### config.mk
export PLATFORM = sky130hd
export DESIGN_NAME = pavana_slave_port_arb
export DESIGN_NICKNAME = d
export VERILOG_FILES = /design/src/rtl/pavana_xbar_pkg.sv /design/src/rtl/pavana_slave_port_arb_fifo.sv /design/src/rtl/pavana_slave_port_arb.sv
export SDC_FILE = /design/constraint.sdc
export NUM_CORES = 1
export LEC_CHECK = 0
export BUFFER_PORTS_ARGS = -buffer_cell sky130_fd_sc_hd__buf_2
export CORE_AREA = 2 2 195 197
export DETAILED_ROUTE_END_ITERATION = 16
export DIE_AREA = 0 0 197 199
export GPL_ROUTABILITY_DRIVEN = 1
export PLACE_DENSITY = 0.47
export SLEW_MARGIN = 10
export SYNTH_ARGS = -nofsm -noshare
export SYNTH_HDL_FRONTEND = slang
export SYNTH_SLANG_ARGS = --single-unit
export TNS_END_PERCENT = 5
### constraint.sdc
create_clock -name clk_i -period 4.6 [get_ports clk_i]
set_clock_uncertainty 0.1 [all_clocks]
set_input_delay 0.69 -clock clk_i [delete_from_list [all_inputs] [get_ports clk_i]]
set_output_delay 0.69 -clock clk_i [all_outputs]
set_load 0.05 [all_outputs]
### src/rtl/pavana_xbar_pkg.sv
// Shared types, constants and the round-robin pick helper for the
// pavana slave-port arbiter.
package pavana_xbar_pkg;

  localparam int MNUM_W      = 2;
  localparam int NUM_MASTERS = 4;

  localparam logic CMD_RD = 1'b0;
  localparam logic CMD_WR = 1'b1;

  typedef struct packed {
    logic              valid;
    logic [MNUM_W-1:0] idx;
  } rr_pick_t;

  // First set bit of req_vec at or above ptr, wrapping modulo NUM_MASTERS.
  // Iterates from the farthest offset down so the nearest one wins.
  function automatic rr_pick_t rr_pick(input logic [NUM_MASTERS-1:0] req_vec,
                                       input logic [MNUM_W-1:0]      ptr);
    rr_pick_t          res;
    logic [MNUM_W-1:0] cand;
    res = '0;
    for (int i = NUM_MASTERS - 1; i >= 0; i--) begin
      cand = ptr + MNUM_W'(i);
      if (req_vec[cand]) begin
        res.valid = 1'b1;
        res.idx   = cand;
      end
    end
    return res;
  endfunction

endpackage

### src/rtl/pavana_slave_port_arb_fifo.sv
// Small synchronous FIFO, B bits wide and 2**W entries deep. Used to remember
// which master issued each outstanding read so responses can be routed back.
// Push while full and pop while empty are ignored.
module pavana_slave_port_arb_fifo #(
  parameter int B = 2,
  parameter int W = 2
) (
  input  logic         clk_i,
  input  logic         rst_i,
  input  logic         push,
  input  logic [B-1:0] push_data,
  input  logic         pop,
  output logic [B-1:0] pop_data,
  output logic         full,
  output logic         empty
);

  localparam int DEPTH = 1 << W;

  logic [B-1:0] mem [DEPTH];
  logic [W-1:0] wr_ptr;
  logic [W-1:0] rd_ptr;
  logic [W:0]   count;
  logic         do_push;
  logic         do_pop;

  assign do_push  = push & ~full;
  assign do_pop   = pop & ~empty;
  assign full     = (count == (W+1)'(DEPTH));
  assign empty    = (count == '0);
  assign pop_data = mem[rd_ptr];

  // Storage array; contents are don't-care until written, so no reset.
  always_ff @(posedge clk_i) begin
    if (do_push) mem[wr_ptr] <= push_data;
  end

  // Pointers and occupancy; simultaneous push and pop leaves count unchanged.
  always_ff @(posedge clk_i) begin
    if (rst_i) begin
      wr_ptr <= '0;
      rd_ptr <= '0;
      count  <= '0;
    end else begin
      if (do_push) wr_ptr <= wr_ptr + 1'b1;
      if (do_pop)  rd_ptr <= rd_ptr + 1'b1;
      if (do_push && !do_pop)      count <= count + 1'b1;
      else if (!do_push && do_pop) count <= count - 1'b1;
    end
  end

endmodule

### src/rtl/pavana_slave_port_arb.sv
// 4:1 round-robin concentrator in front of a single req/ack/resp slave.
// Read responses are steered back to the issuing master via a routing FIFO.
// Optional build macro PAVANA_ARB_LOCK_EN: the last granted master keeps
// priority for up to BURST_LEN consecutive transfers while it stays eligible.
module pavana_slave_port_arb
  import pavana_xbar_pkg::*;
#(
  parameter int RESP_FIFO_ORDER = 2,
  parameter int BURST_LEN       = 4
) (
  input  logic        clk_i,
  input  logic        rst_i,
  input  logic        master_0_req,
  input  logic [31:0] master_0_addr,
  input  logic        master_0_cmd,
  input  logic [31:0] master_0_wdata,
  output logic        master_0_ack,
  output logic [31:0] master_0_rdata,
  output logic        master_0_resp,
  input  logic        master_1_req,
  input  logic [31:0] master_1_addr,
  input  logic        master_1_cmd,
  input  logic [31:0] master_1_wdata,
  output logic        master_1_ack,
  output logic [31:0] master_1_rdata,
  output logic        master_1_resp,
  input  logic        master_2_req,
  input  logic [31:0] master_2_addr,
  input  logic        master_2_cmd,
  input  logic [31:0] master_2_wdata,
  output logic        master_2_ack,
  output logic [31:0] master_2_rdata,
  output logic        master_2_resp,
  input  logic        master_3_req,
  input  logic [31:0] master_3_addr,
  input  logic        master_3_cmd,
  input  logic [31:0] master_3_wdata,
  output logic        master_3_ack,
  output logic [31:0] master_3_rdata,
  output logic        master_3_resp,
  output logic        slave_req,
  output logic [31:0] slave_addr,
  output logic        slave_cmd,
  output logic [31:0] slave_wdata,
  input  logic        slave_ack,
  input  logic [31:0] slave_rdata,
  input  logic        slave_resp,
  output logic        resp_orphan_o
);

  if (BURST_LEN < 1 || BURST_LEN > 15) begin : g_bad_burst_len
    $error("BURST_LEN must be in 1..15");
  end

  logic [NUM_MASTERS-1:0] req_vec;
  logic [NUM_MASTERS-1:0] cmd_vec;
  logic [NUM_MASTERS-1:0] elig;
  logic [31:0]            addr_arr  [NUM_MASTERS];
  logic [31:0]            wdata_arr [NUM_MASTERS];
  logic [MNUM_W-1:0]      rr_ptr;
  rr_pick_t               pick;
  logic                   xfer;
  logic                   fifo_full;
  logic                   fifo_empty;
  logic [MNUM_W-1:0]      fifo_head;
  logic                   resp_hit;

  assign req_vec      = {master_3_req, master_2_req, master_1_req, master_0_req};
  assign cmd_vec      = {master_3_cmd, master_2_cmd, master_1_cmd, master_0_cmd};
  assign addr_arr[0]  = master_0_addr;
  assign addr_arr[1]  = master_1_addr;
  assign addr_arr[2]  = master_2_addr;
  assign addr_arr[3]  = master_3_addr;
  assign wdata_arr[0] = master_0_wdata;
  assign wdata_arr[1] = master_1_wdata;
  assign wdata_arr[2] = master_2_wdata;
  assign wdata_arr[3] = master_3_wdata;

  // Reads are held off while the routing FIFO is full; writes never are.
  // Forcing eligibility low in reset silences every request-side output.
  assign elig = rst_i ? '0 : (req_vec & (cmd_vec | {NUM_MASTERS{~fifo_full}}));

`ifdef PAVANA_ARB_LOCK_EN
  logic [3:0]        lock_cnt;
  logic [3:0]        lock_cnt_nxt;
  logic [MNUM_W-1:0] lock_mst;
  logic              lock_act;
  logic              lock_keep;
  logic              lock_drop;

  assign lock_act     = (lock_cnt != 4'd0);
  assign lock_keep    = lock_act & elig[lock_mst];
  assign lock_drop    = lock_act & ~elig[lock_mst];
  assign lock_cnt_nxt = lock_keep ? (lock_cnt + 4'd1) : 4'd1;

  // Locked master wins outright; if it has dropped, scanning resumes after it.
  always_comb begin
    pick = rr_pick(elig, lock_drop ? (lock_mst + 2'd1) : rr_ptr);
    if (lock_keep) begin
      pick.valid = 1'b1;
      pick.idx   = lock_mst;
    end
  end

  // Pointer advances only when a lock ends: burst exhausted or master dropped.
  always_ff @(posedge clk_i) begin
    if (rst_i) begin
      rr_ptr   <= '0;
      lock_cnt <= '0;
      lock_mst <= '0;
    end else if (xfer) begin
      if (lock_cnt_nxt == 4'(BURST_LEN)) begin
        rr_ptr   <= pick.idx + 2'd1;
        lock_cnt <= '0;
      end else begin
        if (lock_drop) rr_ptr <= lock_mst + 2'd1;
        lock_mst <= pick.idx;
        lock_cnt <= lock_cnt_nxt;
      end
    end else if (lock_drop) begin
      rr_ptr   <= lock_mst + 2'd1;
      lock_cnt <= '0;
    end
  end
`else
  // Plain round robin starting from rr_ptr.
  always_comb begin
    pick = rr_pick(elig, rr_ptr);
  end

  // Every transfer moves the pointer just past the master that was served.
  always_ff @(posedge clk_i) begin
    if (rst_i)     rr_ptr <= '0;
    else if (xfer) rr_ptr <= pick.idx + 2'd1;
  end
`endif

  assign slave_req   = pick.valid;
  assign slave_addr  = pick.valid ? addr_arr[pick.idx]  : '0;
  assign slave_cmd   = pick.valid & cmd_vec[pick.idx];
  assign slave_wdata = pick.valid ? wdata_arr[pick.idx] : '0;
  assign xfer        = pick.valid & slave_ack;

  assign master_0_ack = xfer & (pick.idx == 2'd0);
  assign master_1_ack = xfer & (pick.idx == 2'd1);
  assign master_2_ack = xfer & (pick.idx == 2'd2);
  assign master_3_ack = xfer & (pick.idx == 2'd3);

  pavana_slave_port_arb_fifo #(
    .B (MNUM_W),
    .W (RESP_FIFO_ORDER)
  ) u_route_fifo (
    .clk_i     (clk_i),
    .rst_i     (rst_i),
    .push      (xfer & (slave_cmd == CMD_RD)),
    .push_data (pick.idx),
    .pop       (resp_hit),
    .pop_data  (fifo_head),
    .full      (fifo_full),
    .empty     (fifo_empty)
  );

  // A response with nothing outstanding is flagged and otherwise dropped.
  assign resp_hit      = slave_resp & ~fifo_empty & ~rst_i;
  assign resp_orphan_o = slave_resp & fifo_empty & ~rst_i;

  assign master_0_resp = resp_hit & (fifo_head == 2'd0);
  assign master_1_resp = resp_hit & (fifo_head == 2'd1);
  assign master_2_resp = resp_hit & (fifo_head == 2'd2);
  assign master_3_resp = resp_hit & (fifo_head == 2'd3);

  assign master_0_rdata = slave_rdata;
  assign master_1_rdata = slave_rdata;
  assign master_2_rdata = slave_rdata;
  assign master_3_rdata = slave_rdata;

endmodule

==> reports/metrics.csv <==
stage,metric,value,unit
setup_path,Worst EP arrival,3320,ps
pwr,Tot Pwr,2.34,mW
final_layout,Area growth syn-to-layout,30.0,%
sta,endpoints failing hold,0,
logic_synthesis,Area contributors post-synth,"buf_4 22%, a311oi_1 13%, nand2_1 11%, a211oi_1 11%, and3_1 9.9%",
logic_synthesis,Syn Nets,942,
logic_synthesis,dominant synthesized flop cell,dfxtp_1,
place,dpl hpwl,16100,um
global_routing,vias in the first global route,4935,
setup_path,Max stage delay on crit path,490,ps
sta,final setup fails,0,
routing,Detailed Route WL,20000,um
sta,Final WS setup,485,ps
run,Max-Cap Viols,0,
final_layout,Register Area,460,um^2
setup_path,critical path's top delay family,buffers and inverters,
floorplanning,row count,71,
global_routing,largest net degree at the start of global routing,75,
floorplanning,Core ar.,37100,um^2
sta,WHS,414,ps
setup_path,Worst Setup Path Type,input port to primary output,
setup_path,worst-path fanout max,43,
final_layout,Final nets,1115,
logic_synthesis,Post-synth top cells,"135 x nand2_1, 128 x buf_4, 70 x and3_1, 65 x a311oi_1, 64 x a211oi_1",
sta,headroom to the max-slew limit,63.4,%
global_routing,GRT Total Usage,8.97,%
setup_path,WP buf/inv,4,
clocking,clk slew on worst S/H paths,50,ps
clocking,CTS Sinks,19,
clocking,TritonCTS clock tree,yes,
pwr,Internal Power,0.878,mW
global_routing,first-pass GRT wire length,27800,um
sta,Final min period,4110,ps
pwr,areal power density over the cells,406,nW/um^2
clocking,CTS resizes,0,
clocking,Hold Buf Count CTS,0,
routing,DR vias/cell,4.20,
logic_synthesis,Synth async-reset ratio,0,%
routing,Final ANT Viol Nets,0,
pwr,clock share of power,7.6,%
pwr,Leakage,2.79,nW
sta,Worst Max-Slew Pin Slew,548,ps
pwr,register share of total power,11.6,%
pwr,Combinational Power Share,80.8,%
routing,Remaining DRCs,0,
final_layout,Filler Cell Count,4308,
logic_synthesis,number of library cell types mapped by synthesis,50,
setup_path,Worst setup SP type,input port,
clocking,"Setup Fix Bufs, Post-CTS",0,
logic_synthesis,Synth area leader,buf_4,
setup_path,crit path cell chain,"buf_2, nor4b_2, o22ai_1, nand2_2, buf_4, buf_4, and3_1, a211oi_1, a311oi_1, buf_2",
setup_path,slowest CP cell,buf_4,
pwr,Net Sw Frac,62.5,%
sta,final worst-path cycle share,89.5,%
clocking,TritonCTS Buffers,3,
place,PortBufs,342,
routing,Iter 0 DRT Violations,220,
clocking,clk_lat worst skew,250,ps
global_routing,initial antenna violation count,2,
logic_synthesis,Mapped Cells,632,
logic_synthesis,register area share after synthesis,10.4,%
place,worst slack at placement,399,ps
logic_synthesis,Yosys top cell area share,21.6,%
logic_synthesis,Post-Syn Area,4440,um^2
pwr,Worst VDD drop,0.137,mV
final_layout,Final Non-Filler Cells,1279,
clocking,Root Buffer,clkbuf_16,
logic_synthesis,Post-synth EDFFs,8,
place,placed cells,1274,
min_path,HP Class,flip-flop to flip-flop,
final_layout,share of post-route cells with drive strength above 1,46.6,%
place,Routability Congestion,0.756,
sta,RSZ-0062 raised after global routing,no,
logic_synthesis,syn avg cell area,7.03,um^2
floorplanning,Die X,197,um
clocking,CTS H-Tree Depth,1,
sta,Setup TNS Final,0,ps
global_routing,GR Overflow Total,0,
logic_synthesis,Synth warnings,0,
routing,routed len/inst,15.6,um
pwr,Net Sw Power,1.47,mW
routing,Pre-Repair DR Iteration Count,4,
floorplanning,# IOs,503,
floorplanning,Initial Util,12.0,%
sta,Fmax,0.243,GHz
logic_synthesis,"count leader, synth",nand2_1,
routing,Vias,5369,
floorplanning,total die area,39200,um^2
outcome,outcome,completed,
clocking,clock buffer depth,2,
final_layout,multi-input logic area,2720,um^2
setup_path,critical path endpoint category,primary output,
sta,"Slew Viols, Final",0,
floorplanning,die height,199,um
setup_path,Worst EP required,3810,ps
logic_synthesis,Synth Register Bits,19,
## per-stage QoR
stage	instance area [um^2]	util, %
final	5770	15.5
after CTS	5770	15.5
after global placement	5690	15.3
after detailed placement	5690	15.3
after floorplan	4440	-
after global routing	5770	15.5
## final cells by class
| class | count | share of cell area [%] |
|---|---|---|
| diodes | 1 | 0.0433 |
| clock buffers | 3 | 1.30 |
| clock inverters | 1 | 0.130 |
| inverters | 9 | 0.672 |
| multi-input cells | 418 | 47.1 |
| flip-flops and latches | 19 | 7.98 |
| well taps | 474 | 10.3 |
| repair buffers | 354 | 32.6 |
## routing by layer
layer | routed length [um] | share of wire, % | global-route usage, %
met4 | 449 | 2.3 | 2.70
met5 | 13 | 0.065 | 0
met3 | 1880 | 9.4 | 2.12
met1 | 7730 | 39 | 10.9
met2 | 9890 | 50 | 15.7
## layout by cell type (no fill, tap or decap), types with 2 or more instances in the layout
cell / synthesis / layout
buf_2: 26 / 341
nand2_1: 135 / 134
and3_1: 70 / 70
a311oi_1: 65 / 65
a211oi_1: 64 / 64
nor2_1: 13 / 13
dfxtp_1: 11 / 11
ha_1: 9 / 9
edfxtp_1: 8 / 8
buf_4: 128 / 7
inv_1: 6 / 6
buf_12: 0 / 6
nand2b_1: 5 / 5
and2_1: 4 / 4
nor3_1: 4 / 3
o21ai_0: 3 / 3
a21oi_1: 3 / 3
mux2i_1: 3 / 3
xor2_1: 3 / 3
clkbuf_16: 0 / 3
or3b_1: 2 / 2
nor2b_1: 2 / 2
or3_1: 2 / 2
o311a_1: 2 / 2
nand3_1: 2 / 2
a21bo_2: 2 / 2
o211ai_1: 2 / 2
inv_4: 0 / 2
mux4_2: 2 / 2
## worst reg2reg max path, stage by stage, from the launching register on
cell      delay, ps
dfxtp_1         450
nor4b_2         500
o22ai_1         250
nand2_2         140
buf_4           300
a21boi_0        170
o32a_1          430
inv_2           100
ha_1            190
inv_1            70
fa_1            420
xor2_1          160
or3_1           310
a21oi_1         140
## cell families (layout without fill, tap and decap cells)
family | count (synthesis) | after routing | share of synthesized area [%]
other | 0 | 1 | 0
flip-flops | 19 | 19 | 10.4
adder cells (fa/ha/maj) | 10 | 10 | 2.99
XOR/XNOR | 4 | 4 | 0.789
AND/OR/NAND/NOR | 247 | 247 | 27.4
AO/OA/AOI/OAI | 151 | 151 | 27.5
multiplexers | 6 | 6 | 1.94
buffers and inverters | 195 | 367 | 29.1
## power by group through the flow
stage / Sequential (mW) / Clock (mW) / Combinational (mW)
after floorplan: 0.249 / 0 / 1.69
after global placement: 0.273 / 0 / 1.90
after detailed placement: 0.274 / 0 / 1.90
after CTS: 0.270 / 0.185 / 1.90
after global routing: 0.277 / 0.194 / 2.02
final: 0.271 / 0.179 / 1.89
## path summary, 6_finish.rpt
kind         cells past startpoint                                   to  slack [ps]                           startpoint
max                             10                      slave_wdata[31]         490                         master_1_cmd
min                              1  u_route_fifo.wr_ptr[0]$_SDFFE_PP0P_         410  u_route_fifo.wr_ptr[0]$_SDFFE_PP0P_
max reg2reg                     13   u_route_fifo.count[2]$_SDFFE_PP0P_         810   u_route_fifo.count[0]$_SDFFE_PP0P_
min reg2reg                      1  u_route_fifo.wr_ptr[0]$_SDFFE_PP0P_         410  u_route_fifo.wr_ptr[0]$_SDFFE_PP0P_
Power figures use the tool's default switching activity.
